**src/rtl/alt_xcvr_rcfg_strm_pkg.sv**
```systemverilog
`default_nettype none
// ============================================================================
// Module   : alt_xcvr_rcfg_strm_pkg
// Purpose  : Shared types and constants for the reconfiguration streamer.
//            It holds the per-IP streamer parameter set (config ROM image,
//            depth and word width), the ROM entry layout, the end marker,
//            the FSM state type and an entry decode helper.
// Ports    : none (package)
// Options  : RCFG_STRM_VERIFY_EN adds the VERIFY state to the state type.
// Revision : 1.0 - initial release
// ============================================================================
package alt_xcvr_rcfg_strm_pkg;

  // Streamer parameter set: all profiles concatenated, each ended by a marker.
  localparam int CFG_ROM_DATA_W = 26;
  localparam int CFG_ROM_DEPTH  = 4;

  // Entry layout: {addr[25:16], mask[15:8], data[7:0]}
  localparam int ADDR_MSB = 25;
  localparam int ADDR_LSB = 16;
  localparam int MASK_MSB = 15;
  localparam int MASK_LSB = 8;
  localparam int DATA_MSB = 7;
  localparam int DATA_LSB = 0;

  localparam logic [CFG_ROM_DATA_W-1:0] END_MARKER = 26'h3FFFFFF;

  // Profile 0: entry 0 + marker; profile 1: entry 2 + marker.
  // Both touch bits [3:0] of register 0x108.
  localparam logic [CFG_ROM_DEPTH-1:0][CFG_ROM_DATA_W-1:0] CONFIG_ROM = {
    END_MARKER,      // [3]
    26'h1080F03,     // [2] addr 0x108, mask 0x0F, data 0x03
    END_MARKER,      // [1]
    26'h1080F04      // [0] addr 0x108, mask 0x0F, data 0x04
  };

  typedef enum logic [3:0] {
    ST_IDLE,
    ST_SEEK,
    ST_SEEK_WAIT,
    ST_FETCH,
    ST_FETCH_WAIT,
    ST_AV_RD,
    ST_AV_WR,
`ifdef RCFG_STRM_VERIFY_EN
    ST_VERIFY,
`endif
    ST_FINISH
  } state_t;

  typedef struct packed {
    logic [ADDR_MSB-ADDR_LSB:0] addr;
    logic [MASK_MSB-MASK_LSB:0] mask;
    logic [DATA_MSB-DATA_LSB:0] data;
  } rom_entry_t;

  function automatic rom_entry_t decode_entry(input logic [CFG_ROM_DATA_W-1:0] raw);
    rom_entry_t e;
    e.addr = raw[ADDR_MSB:ADDR_LSB];
    e.mask = raw[MASK_MSB:MASK_LSB];
    e.data = raw[DATA_MSB:DATA_LSB];
    return e;
  endfunction

endpackage
`default_nettype wire

```
**src/rtl/alt_xcvr_rcfg_strm_engine_if.sv**
```systemverilog
`default_nettype none
// ============================================================================
// Module   : alt_xcvr_rcfg_strm_engine_if
// Purpose  : Avalon-MM reconfiguration bus between the streamer (master)
//            and the PHY/ATX PLL reconfig slave.
// Signals  : avmm_address (ADDR_W), avmm_read, avmm_write,
//            avmm_writedata (8)      - master -> slave
//            avmm_readdata (8), avmm_waitrequest - slave -> master
// Revision : 1.0 - initial release
// ============================================================================
interface alt_xcvr_rcfg_strm_engine_if #(
  parameter int ADDR_W = 10
);
  logic [ADDR_W-1:0] avmm_address;
  logic              avmm_read;
  logic              avmm_write;
  logic [7:0]        avmm_writedata;
  logic [7:0]        avmm_readdata;
  logic              avmm_waitrequest;

  modport master (
    output avmm_address, avmm_read, avmm_write, avmm_writedata,
    input  avmm_readdata, avmm_waitrequest
  );

  modport slave (
    input  avmm_address, avmm_read, avmm_write, avmm_writedata,
    output avmm_readdata, avmm_waitrequest
  );
endinterface
`default_nettype wire

```
**src/rtl/alt_xcvr_rcfg_strm_rom.sv**
```systemverilog
`default_nettype none
// ============================================================================
// Module   : alt_xcvr_rcfg_strm_rom
// Purpose  : Registered-output ROM holding the streamer config image.
//            Data for addr_i appears on rdata_o one clock later. Addresses
//            at or beyond DEPTH read back as the end marker.
// Ports    : clk     in  clock
//            addr_i  in  PTR_W  entry pointer
//            rdata_o out 26     registered entry
// Revision : 1.0 - initial release
// ============================================================================
module alt_xcvr_rcfg_strm_rom
  import alt_xcvr_rcfg_strm_pkg::*;
#(
  parameter int DEPTH = CFG_ROM_DEPTH,
  parameter int PTR_W = $clog2(DEPTH + 1),
  parameter logic [DEPTH-1:0][CFG_ROM_DATA_W-1:0] INIT = CONFIG_ROM
) (
  input  wire                       clk,
  input  wire  [PTR_W-1:0]          addr_i,
  output logic [CFG_ROM_DATA_W-1:0] rdata_o
);
  localparam int AW = (DEPTH > 1) ? $clog2(DEPTH) : 1;
  localparam logic [PTR_W-1:0] C_LIMIT = PTR_W'(DEPTH);

  logic [CFG_ROM_DATA_W-1:0] rdata_q;

  always_ff @(posedge clk) begin
    if (addr_i < C_LIMIT) begin
      rdata_q <= INIT[addr_i[AW-1:0]];
    end else begin
      rdata_q <= END_MARKER;
    end
  end

  assign rdata_o = rdata_q;

endmodule
`default_nettype wire

```
**src/rtl/alt_xcvr_rcfg_strm_engine.sv**
```systemverilog
`default_nettype none
// ============================================================================
// Module   : alt_xcvr_rcfg_strm_engine
// Purpose  : Walks one end-marker-terminated profile of the streamer ROM
//            and applies each {addr, mask, data} entry to the reconfig slave
//            as a read-modify-write over Avalon-MM.
// Ports    : clk          in  reconfiguration clock
//            reset_n      in  asynchronous active-low reset
//            start        in  one-cycle request, ignored while busy
//            profile_sel  in  PROF_W profile index, sampled on start
//            busy         out high from the cycle after start until done
//            done         out one-cycle completion pulse
//            error        out sticky until next accepted start
//            avmm         master modport of alt_xcvr_rcfg_strm_engine_if
// Options  : RCFG_STRM_VERIFY_EN - read back each written register and
//            abort the profile with error on a masked mismatch.
// Revision : 1.0 - initial release
// ============================================================================
module alt_xcvr_rcfg_strm_engine
  import alt_xcvr_rcfg_strm_pkg::*;
#(
  parameter int ROM_DEPTH    = CFG_ROM_DEPTH,
  parameter int NUM_PROFILES = 2,
  parameter int PROF_W       = 1,
  parameter int ADDR_W       = 10,
  parameter logic [ROM_DEPTH-1:0][CFG_ROM_DATA_W-1:0] ROM_INIT = CONFIG_ROM
) (
  input  wire                clk,
  input  wire                reset_n,
  input  wire                start,
  input  wire  [PROF_W-1:0]  profile_sel,
  output logic               busy,
  output logic               done,
  output logic               error,
  alt_xcvr_rcfg_strm_engine_if.master avmm
);
  localparam int PTR_W = $clog2(ROM_DEPTH + 1);
  localparam int PW1   = PROF_W + 1;
  localparam logic [PTR_W-1:0] C_PTR_END  = PTR_W'(ROM_DEPTH);
  localparam logic [PW1-1:0]   C_NUM_PROF = PW1'(NUM_PROFILES);

  state_t            state_q;
  logic [PTR_W-1:0]  ptr_q;
  logic [PW1-1:0]    mcnt_q;     // end markers passed while seeking
  logic [PW1-1:0]    sel_q;
  logic              busy_q;
  logic              done_q;
  logic              error_q;
  logic              rd_q;
  logic              wr_q;
  logic [ADDR_W-1:0] addr_q;
  logic [7:0]        mask_q;
  logic [7:0]        data_q;
  logic [7:0]        wdata_q;

  logic [CFG_ROM_DATA_W-1:0] rom_rdata;
  rom_entry_t                entry_d;
  logic                      is_marker_d;
  logic [PW1-1:0]            mcnt_inc_d;
  logic [7:0]                merged_d;

  alt_xcvr_rcfg_strm_rom #(
    .DEPTH (ROM_DEPTH),
    .PTR_W (PTR_W),
    .INIT  (ROM_INIT)
  ) u_rom (
    .clk     (clk),
    .addr_i  (ptr_q),
    .rdata_o (rom_rdata)
  );

  assign entry_d     = decode_entry(rom_rdata);
  assign is_marker_d = (rom_rdata == END_MARKER);
  assign mcnt_inc_d  = mcnt_q + 1'b1;
  assign merged_d    = (avmm.avmm_readdata & ~mask_q) | (data_q & mask_q);

  always_ff @(posedge clk or negedge reset_n) begin
    if (!reset_n) begin
      state_q <= ST_IDLE;
      ptr_q   <= '0;
      mcnt_q  <= '0;
      sel_q   <= '0;
      busy_q  <= 1'b0;
      done_q  <= 1'b0;
      error_q <= 1'b0;
      rd_q    <= 1'b0;
      wr_q    <= 1'b0;
      addr_q  <= '0;
      mask_q  <= '0;
      data_q  <= '0;
      wdata_q <= '0;
    end else begin
      done_q <= 1'b0;
      case (state_q)
        ST_IDLE: begin
          if (start) begin
            if ({1'b0, profile_sel} < C_NUM_PROF) begin
              error_q <= 1'b0;
              busy_q  <= 1'b1;
              ptr_q   <= '0;
              mcnt_q  <= '0;
              sel_q   <= {1'b0, profile_sel};
              // Profile 0 starts at entry 0, nothing to skip.
              state_q <= (profile_sel == '0) ? ST_FETCH : ST_SEEK;
            end else begin
              error_q <= 1'b1;
              done_q  <= 1'b1;
              state_q <= ST_FINISH;
            end
          end
        end

        ST_SEEK: begin
          if (ptr_q == C_PTR_END) begin
            error_q <= 1'b1;
            busy_q  <= 1'b0;
            done_q  <= 1'b1;
            state_q <= ST_FINISH;
          end else begin
            state_q <= ST_SEEK_WAIT;
          end
        end

        ST_SEEK_WAIT: begin
          ptr_q <= ptr_q + 1'b1;
          if (is_marker_d) begin
            mcnt_q  <= mcnt_inc_d;
            // Pointer now addresses the first entry of the wanted profile.
            state_q <= (mcnt_inc_d == sel_q) ? ST_FETCH : ST_SEEK;
          end else begin
            state_q <= ST_SEEK;
          end
        end

        ST_FETCH: begin
          if (ptr_q == C_PTR_END) begin
            error_q <= 1'b1;
            busy_q  <= 1'b0;
            done_q  <= 1'b1;
            state_q <= ST_FINISH;
          end else begin
            state_q <= ST_FETCH_WAIT;
          end
        end

        ST_FETCH_WAIT: begin
          if (is_marker_d) begin
            busy_q  <= 1'b0;
            done_q  <= 1'b1;
            state_q <= ST_FINISH;
          end else begin
            addr_q  <= ADDR_W'(entry_d.addr);
            mask_q  <= entry_d.mask;
            data_q  <= entry_d.data;
            rd_q    <= 1'b1;
            state_q <= ST_AV_RD;
          end
        end

        ST_AV_RD: begin
          if (!avmm.avmm_waitrequest) begin
            rd_q    <= 1'b0;
            wr_q    <= 1'b1;
            wdata_q <= merged_d;
            state_q <= ST_AV_WR;
          end
        end

        ST_AV_WR: begin
          if (!avmm.avmm_waitrequest) begin
            wr_q  <= 1'b0;
            ptr_q <= ptr_q + 1'b1;
`ifdef RCFG_STRM_VERIFY_EN
            rd_q    <= 1'b1;
            state_q <= ST_VERIFY;
`else
            state_q <= ST_FETCH;
`endif
          end
        end

`ifdef RCFG_STRM_VERIFY_EN
        ST_VERIFY: begin
          if (!avmm.avmm_waitrequest) begin
            rd_q <= 1'b0;
            if ((avmm.avmm_readdata & mask_q) != (data_q & mask_q)) begin
              error_q <= 1'b1;
              busy_q  <= 1'b0;
              done_q  <= 1'b1;
              state_q <= ST_FINISH;
            end else begin
              state_q <= ST_FETCH;
            end
          end
        end
`endif

        ST_FINISH: begin
          state_q <= ST_IDLE;
        end

        default: begin
          state_q <= ST_IDLE;
        end
      endcase
    end
  end

  assign busy  = busy_q;
  assign done  = done_q;
  assign error = error_q;

  assign avmm.avmm_address   = addr_q;
  assign avmm.avmm_read      = rd_q;
  assign avmm.avmm_write     = wr_q;
  assign avmm.avmm_writedata = wdata_q;

endmodule
`default_nettype wire

```
**src/flat_wrapper.sv**
```systemverilog
// flat-port wrapper written by rule: the top's interface ports become plain ports
module alt_xcvr_rcfg_strm_engine_flat import alt_xcvr_rcfg_strm_pkg::*;
#(
  parameter int ROM_DEPTH    = CFG_ROM_DEPTH,
  parameter int NUM_PROFILES = 2,
  parameter int PROF_W       = 1,
  parameter int ADDR_W       = 10,
  parameter logic [ROM_DEPTH-1:0][CFG_ROM_DATA_W-1:0] ROM_INIT = CONFIG_ROM
)
  (clk, reset_n, start, profile_sel, busy, done, error, avmm_avmm_address, avmm_avmm_read, avmm_avmm_write, avmm_avmm_writedata, avmm_avmm_readdata, avmm_avmm_waitrequest);
  alt_xcvr_rcfg_strm_engine_if #(.ADDR_W(ADDR_W)) avmm_i ();
  input  wire clk;
  input  wire reset_n;
  input  wire start;
  input  wire  [PROF_W-1:0] profile_sel;
  output logic busy;
  output logic done;
  output logic error;
  output wire logic [$bits(avmm_i.avmm_address)-1:0] avmm_avmm_address;
  output wire logic [$bits(avmm_i.avmm_read)-1:0] avmm_avmm_read;
  output wire logic [$bits(avmm_i.avmm_write)-1:0] avmm_avmm_write;
  output wire logic [$bits(avmm_i.avmm_writedata)-1:0] avmm_avmm_writedata;
  input wire logic [$bits(avmm_i.avmm_readdata)-1:0] avmm_avmm_readdata;
  input wire logic [$bits(avmm_i.avmm_waitrequest)-1:0] avmm_avmm_waitrequest;
  assign avmm_avmm_address = avmm_i.avmm_address;
  assign avmm_avmm_read = avmm_i.avmm_read;
  assign avmm_avmm_write = avmm_i.avmm_write;
  assign avmm_avmm_writedata = avmm_i.avmm_writedata;
  assign avmm_i.avmm_readdata = avmm_avmm_readdata;
  assign avmm_i.avmm_waitrequest = avmm_avmm_waitrequest;
  alt_xcvr_rcfg_strm_engine #(.ROM_DEPTH(ROM_DEPTH), .NUM_PROFILES(NUM_PROFILES), .PROF_W(PROF_W), .ADDR_W(ADDR_W), .ROM_INIT(ROM_INIT)) u_core (.clk(clk), .reset_n(reset_n), .start(start), .profile_sel(profile_sel), .busy(busy), .done(done), .error(error), .avmm(avmm_i));
endmodule
```
**config.mk**
```make
export PLATFORM = sky130hd
export DESIGN_NAME = alt_xcvr_rcfg_strm_engine_flat
export DESIGN_NICKNAME = d
export VERILOG_FILES = /design/src/rtl/alt_xcvr_rcfg_strm_pkg.sv /design/src/rtl/alt_xcvr_rcfg_strm_engine_if.sv /design/src/rtl/alt_xcvr_rcfg_strm_rom.sv /design/src/rtl/alt_xcvr_rcfg_strm_engine.sv /design/src/flat_wrapper.sv
export SDC_FILE = /design/constraint.sdc
export NUM_CORES = 1
export LEC_CHECK = 0
export CORE_MARGIN = 2
export CORE_UTILIZATION = 48
export CTS_BUF_LIST = sky130_fd_sc_hd__clkbuf_4 sky130_fd_sc_hd__clkbuf_8 sky130_fd_sc_hd__clkbuf_16
export CTS_CLUSTER_DIAMETER = 80
export DETAILED_ROUTE_END_ITERATION = 8
export GPL_ROUTABILITY_DRIVEN = 0
export GPL_TIMING_DRIVEN = 0
export PLACE_DENSITY = 0.78
export REMOVE_ABC_BUFFERS = 1
export SYNTH_ARGS = -nofsm -noshare
export SYNTH_HDL_FRONTEND = slang
export SYNTH_SLANG_ARGS = --single-unit
```
**constraint.sdc**
```tcl
create_clock -name clk -period 1.65 [get_ports clk]
set_input_delay 0.165 -clock clk [delete_from_list [all_inputs] [get_ports clk]]
set_output_delay 0.165 -clock clk [all_outputs]
set_load 0.01 [all_outputs]
```
-- After elaboration in Yosys (flattened, before gate mapping)
Index checks and enable logic that the tools add are counted.
Widths: inputs -> output; s select.
- register bits after elaboration: 75
- output and inout bits: 23
- eq/ne operators: 16
- mux-type cells: 33
- $add $sub $neg: 2
- bitwise logic cells: 6
- reduce and logical (&&, ||, !) cells: 18
- order comparisons: 2
- operators with widths (kind ; count):
    $bmux 26 s2 ; 1
    $pmux 4 s7 ; 1
    $eq 26x26->1 const B ; 1
    $mux 26 ; 1
    $reduce_and 3->1 ; 6
    $and 8x8->8 ; 2
    $mux 4 ; 4
    $eq 4x3->1 const B ; 3
    $mux 2 ; 6
    $mux 1 ; 10
    $mux 3 ; 3
    $pmux 3 s3 ; 1
    $eq 4x2->1 const B ; 2
    $ne 2x2->1 const B ; 4
    $not 8->8 ; 1
    $or 8x8->8 ; 1
    $pmux 1 s2 ; 4
    $reduce_bool 2->1 ; 4
    $ne 2x1->1 const B ; 3
    $reduce_and 2->1 ; 3
    $reduce_bool 3->1 ; 2
    $eq 4x1->1 const B ; 1
    $logic_not 4->1 ; 1
    $pmux 2 s2 ; 1
    other kinds (10) ; 11

-- Longest topological paths before layout
- word-level depth: 5
- mapped depth: 6
- mapped depth without buffers: 6

-- Cells and area by module
From an unflattened synthesis, not the netlist that was laid out.
- cells, all modules: 218
- area total of the unflattened synthesis: 2557.5 µm²
- by module, submodules not included (module ; instances ; sequential area each (µm²) ; cells each ; area an instance (µm²)):
    alt_xcvr_rcfg_strm_engine ; 1 ; 1201.2 ; 188 ; 2299.7
    alt_xcvr_rcfg_strm_rom ; 1 ; 60.1 ; 30 ; 257.7

-- Worst setup path before layout
OpenSTA, ideal clock, no wires.
- path type: register to register
- start point: register u_core.state_q[0]
- end point: register u_core.mcnt_q[1]
- arrival: 1336 ps
- clock period less this slack: 1454 ps
- stages on the path, launching flop included: 7
- setup slack: 196 ps
- required time: 1532 ps
- path through: dfrtp_1 > buf_6 > nand2b_4 > or3_1 > buf_2 > mux2i_1 > a21o_1
- cells in the longest elaborated chain, start to end: 3
- elaborated cells on any way between the ends: 7
- those cells by class: eq/ne: 3; mux: 1; reduce/logical: 3
- ends and longest elaborated chain (element ; RTL line ; source):
    from (decl) ; alt_xcvr_rcfg_strm_engine.sv:42 ; state_t state_q;
    from (signal assigned) ; alt_xcvr_rcfg_strm_engine.sv:104 ; state_q <= (profile_sel == '0) ? ST_FETCH : ST_SEEK;
    from (signal assigned) ; alt_xcvr_rcfg_strm_engine.sv:129 ; state_q <= (mcnt_inc_d == sel_q) ? ST_FETCH : ST_SEEK;
    $eq 4x2->1 or $logic_not 4->1 (tied branches) ; alt_xcvr_rcfg_strm_engine.sv:94 ; case (state_q)
    $ne 2x1->1 (no source line) (tied with other cells) ; n/a ;
    $reduce_and 3->1 (no source line) ; n/a ;
    to (signal assigned) ; alt_xcvr_rcfg_strm_engine.sv:127 ; mcnt_q <= mcnt_inc_d;
    to (decl) ; alt_xcvr_rcfg_strm_engine.sv:44 ; logic [PW1-1:0] mcnt_q;
Several ways; a longest one is shown, not always the timed one.
A chain may end at the register's enable or synchronous reset.

==> impl_metrics.tcl <==
set metrics [dict create \
    rrSetupSlack_ns 0.12 \
    chipHeight_microns 59.4 \
    numCtsBuffers 5 \
    drv_slew 0 \
    path_depth 1 \
    hold_buffers 0 \
    coreArea_sq_um 2980 \
    power_density_nw_per_um2 1860 \
    p_leak_uw 0.000797 \
    p_clk_frac 0.142 \
    gr-usage-all-layers 0.180 \
    r2r_end "u_core.mcnt_q[1]$_DFFE_PN0P_" \
    worstPathArrival_ns 1.42 \
    grt_pass1_wl_mm 4.75 \
    r2r_cells 4 \
    synth_edf_count 0 \
    ant_nets 0 \
    clock_latency_ns 0.33 \
    synthTopCellsByArea "dfrtp_1, a21oi_1, buf_4, nor2_1, dfxtp_1" \
    critPathCapture "avmm_avmm_address[4]" \
    num_io_pins 36 \
    worst-path-max-fanout 14 \
    start_util 0.495 \
    cpPeakStageDelay_ns 0.60 \
    maxSlewHeadroom 0.242 \
    critPathLaunch "u_core.data_q[6]$_DFFE_PN0P_" \
    vias 1150 \
    cap_viol_max_count 0 \
    setup-violations-final 0 \
    p_seq_frac 0.410 \
    die_w_microns 59.4 \
    synth_seq_area_share 0.482 \
    area_growth_pct 25.0 \
    wl_per_cell_microns 13.7 \
    hold_viol 0 \
    required_ns 1.48 \
    switching_share 0.381 \
    layout.nets 190 \
    tightest_slew_ns 1.13 \
    synth_flop_cell "dfrtp_1" \
    cp_top_family "buffers and inverters" \
    power_uw 3430 \
    ys_types 40 \
    critical_path_class "flip-flop to output pin" \
    hpwl_mm 2.10 \
    start_kind "flip-flop" \
    power_switching_uw 1300 \
    cp_num_buf_inv 1 \
    first_global_vias 1088 \
    clockBufferDepth 2 \
    finalCriticalPeriod_ns 1.58 \
    hp-class "input pin to flip-flop" \
    cts.sinks 29 \
    num_rows 20 \
    place_inst 198 \
    fin_cells 207 \
    port_buffers 35 \
    grt_setup_unrepaired "no" \
    reg2reg_from "u_core.state_q[0]$_DFFE_PN0P_" \
    ir_worst_vdd_mv 0.912 \
    fin_crit_sh 0.960 \
    cp_slowest_cell "clkdlybuf4s50_1" \
    status "finished clean" \
    cts_htree_levels 2 \
    ys_seq_elements 29 \
    skew_ns 0.0121 \
    fmax_ghz 0.632 \
    crit_chain "clkdlybuf4s50_1" \
    grt_max_degree 27 \
    clk_pin_slew_ns 0.09 \
    antenna_found_initial 0 \
    diodes 0 \
    syn_area_sq_um 1480 \
    syn_inst 148 \
    ys_async_sr_fraction 0.897 \
    p_int_uw 2120 \
    overflow 0 \
    drive_gt1_frac 0.138 \
    pwr-share-comb 0.448 \
    via_per_inst 5.56 \
    drt_iter0_markers 28 \
    drc 0 \
    cts_root_buf "clkbuf_4" \
    yosysTopAreaCell "dfrtp_1" \
    endpoint_kind "output pin" \
    fillers 271 \
    first_pass_iters 4 \
    routed_wl_mm 2.84 \
    yosysTopAreaCellShare 0.441 \
    syn_avg_cell_area_sq_um 9.97 \
    ys_warn_count 0 \
    cts_tree "done" \
    die-area_sq_um 3530 \
]
[area by class of cell]
type                            count  area (sq um)  share of cell area
Clock buffer                        7          65.1              0.0353
Clock inverter                      1          5.00             0.00271
Inverter                            6          22.5              0.0122
Multi-Input combinational cell     95           624               0.339
Sequential cell                    29           716               0.388
Tap cell                           33          41.3              0.0224
Timing Repair Buffer               36           370               0.201
[cell usage after synthesis (2+ instances only)]
| cell type | count |
|---|---|
| a21oi_1 | 17 |
| dfxtp_1 | 3 |
| dfrtp_1 | 26 |
| nand2b_1 | 4 |
| buf_2 | 2 |
| nand2_1 | 3 |
| buf_4 | 10 |
| nor3b_1 | 2 |
| buf_6 | 2 |
| clkbuf_1 | 3 |
| or2_2 | 2 |
| nor2_1 | 19 |
| nand3_1 | 3 |
| a21bo_2 | 2 |
| a31oi_1 | 3 |
| inv_1 | 5 |
| o22a_1 | 3 |
| o21ai_0 | 7 |
| ha_1 | 4 |
| nor2b_1 | 3 |
| a21o_1 | 2 |
| mux2i_1 | 5 |
[stage by stage]
step | hold slack [ns] | worst slack [ns] | utilization | TNS (ns) | cell area, sq um
after floorplan | -0.131 | 0.115 | - | 0 | 1350
after global placement | 0.479 | -0.123 | 0.586 | -1.06 | 1740
after detailed placement | 0.486 | -0.249 | 0.586 | -1.95 | 1740
after CTS | 0.412 | 0.000538 | 0.618 | 0 | 1840
after global routing | 0.443 | 0.00318 | 0.619 | 0 | 1840
final | 0.416 | 0.0665 | 0.619 | 0 | 1840
[power groups by stage]
stage               Clock [uW]  Combinational, uW  Sequential, uW
global placement             0               1460            1370
floorplan                    0                740            1440
global route               528               1710            1450
detailed placement           0               1520            1400
CTS                        496               1550            1400
finish                     487               1530            1400
[worst register-to-register path: stages (launching register included)]
cell	delay (ns)
dfrtp_1	0.49
nand2b_4	0.19
or3_1	0.41
mux2i_1	0.15
a21o_1	0.19
[metal layers]
layer | vias to the layer above | GRT usage | share of wire
li1 | 561 | - | -
met2 | 44 | 0.297 | 0.45
met4 | 0 | 0.0877 | 0.013
met3 | 6 | 0.0524 | 0.091
met1 | 539 | 0.213 | 0.45
met5 | - | 0 | 0
[repair_timing]
item                                    in CTS  in global routing
gates resized for setup                      3                  2
endpoints found under the setup margin      18                  5
pin swaps                                    1                  0
setup buffers                                1                  0
[cell usage in the layout (no fill, tap or decap), types with 4 or more instances in the layout]
cell / n
nand2b_1: 4
dfrtp_2: 4
nor2_1: 19
ha_1: 4
clkbuf_4: 5
mux2i_1: 5
a21oi_1: 17
inv_1: 5
dfrtp_1: 22
o21ai_0: 7
clkdlybuf4s50_1: 35
[logic make-up after synthesis]
family	after synthesis	synth area share
simple gates	42	0.155
buf+inv	24	0.0984
xor+xnor	1	0.00594
compound gates	42	0.183
mux	6	0.0416
fa+ha+maj	4	0.0339
flops	29	0.482
[how the worst min path moves through the flow]
| stage | start | end | slack (ns) | depth (start not counted) |
|---|---|---|---|---|
| after floorplan | reset_n | u_core.avmm.avmm_read$_DFFE_PN0P_ | -0.13 | 0 |
| after global placement | u_core.data_q[2]$_DFFE_PN0P_ | u_core.data_q[2]$_DFFE_PN0P_ | 0.48 | 1 |
| after detailed placement | u_core.data_q[2]$_DFFE_PN0P_ | u_core.data_q[2]$_DFFE_PN0P_ | 0.49 | 1 |
| after CTS | avmm_avmm_readdata[5] | u_core.avmm.avmm_writedata[5]$_DFFE_PN0P_ | 0.41 | 3 |
| after global routing | avmm_avmm_readdata[6] | u_core.avmm.avmm_writedata[6]$_DFFE_PN0P_ | 0.44 | 3 |
| final | avmm_avmm_readdata[5] | u_core.avmm.avmm_writedata[5]$_DFFE_PN0P_ | 0.42 | 3 |
[registers in the layout (all words and copies together) (netlist names), 2 cells and up]
name and flops:
u_core.u_rom.rdata_o 3, u_core.avmm.avmm_writedata 8, u_core.mcnt_q 2, u_core.data_q 3
u_core.state_q 3, u_core.ptr_q 3
(Power assumes the default switching activity.)
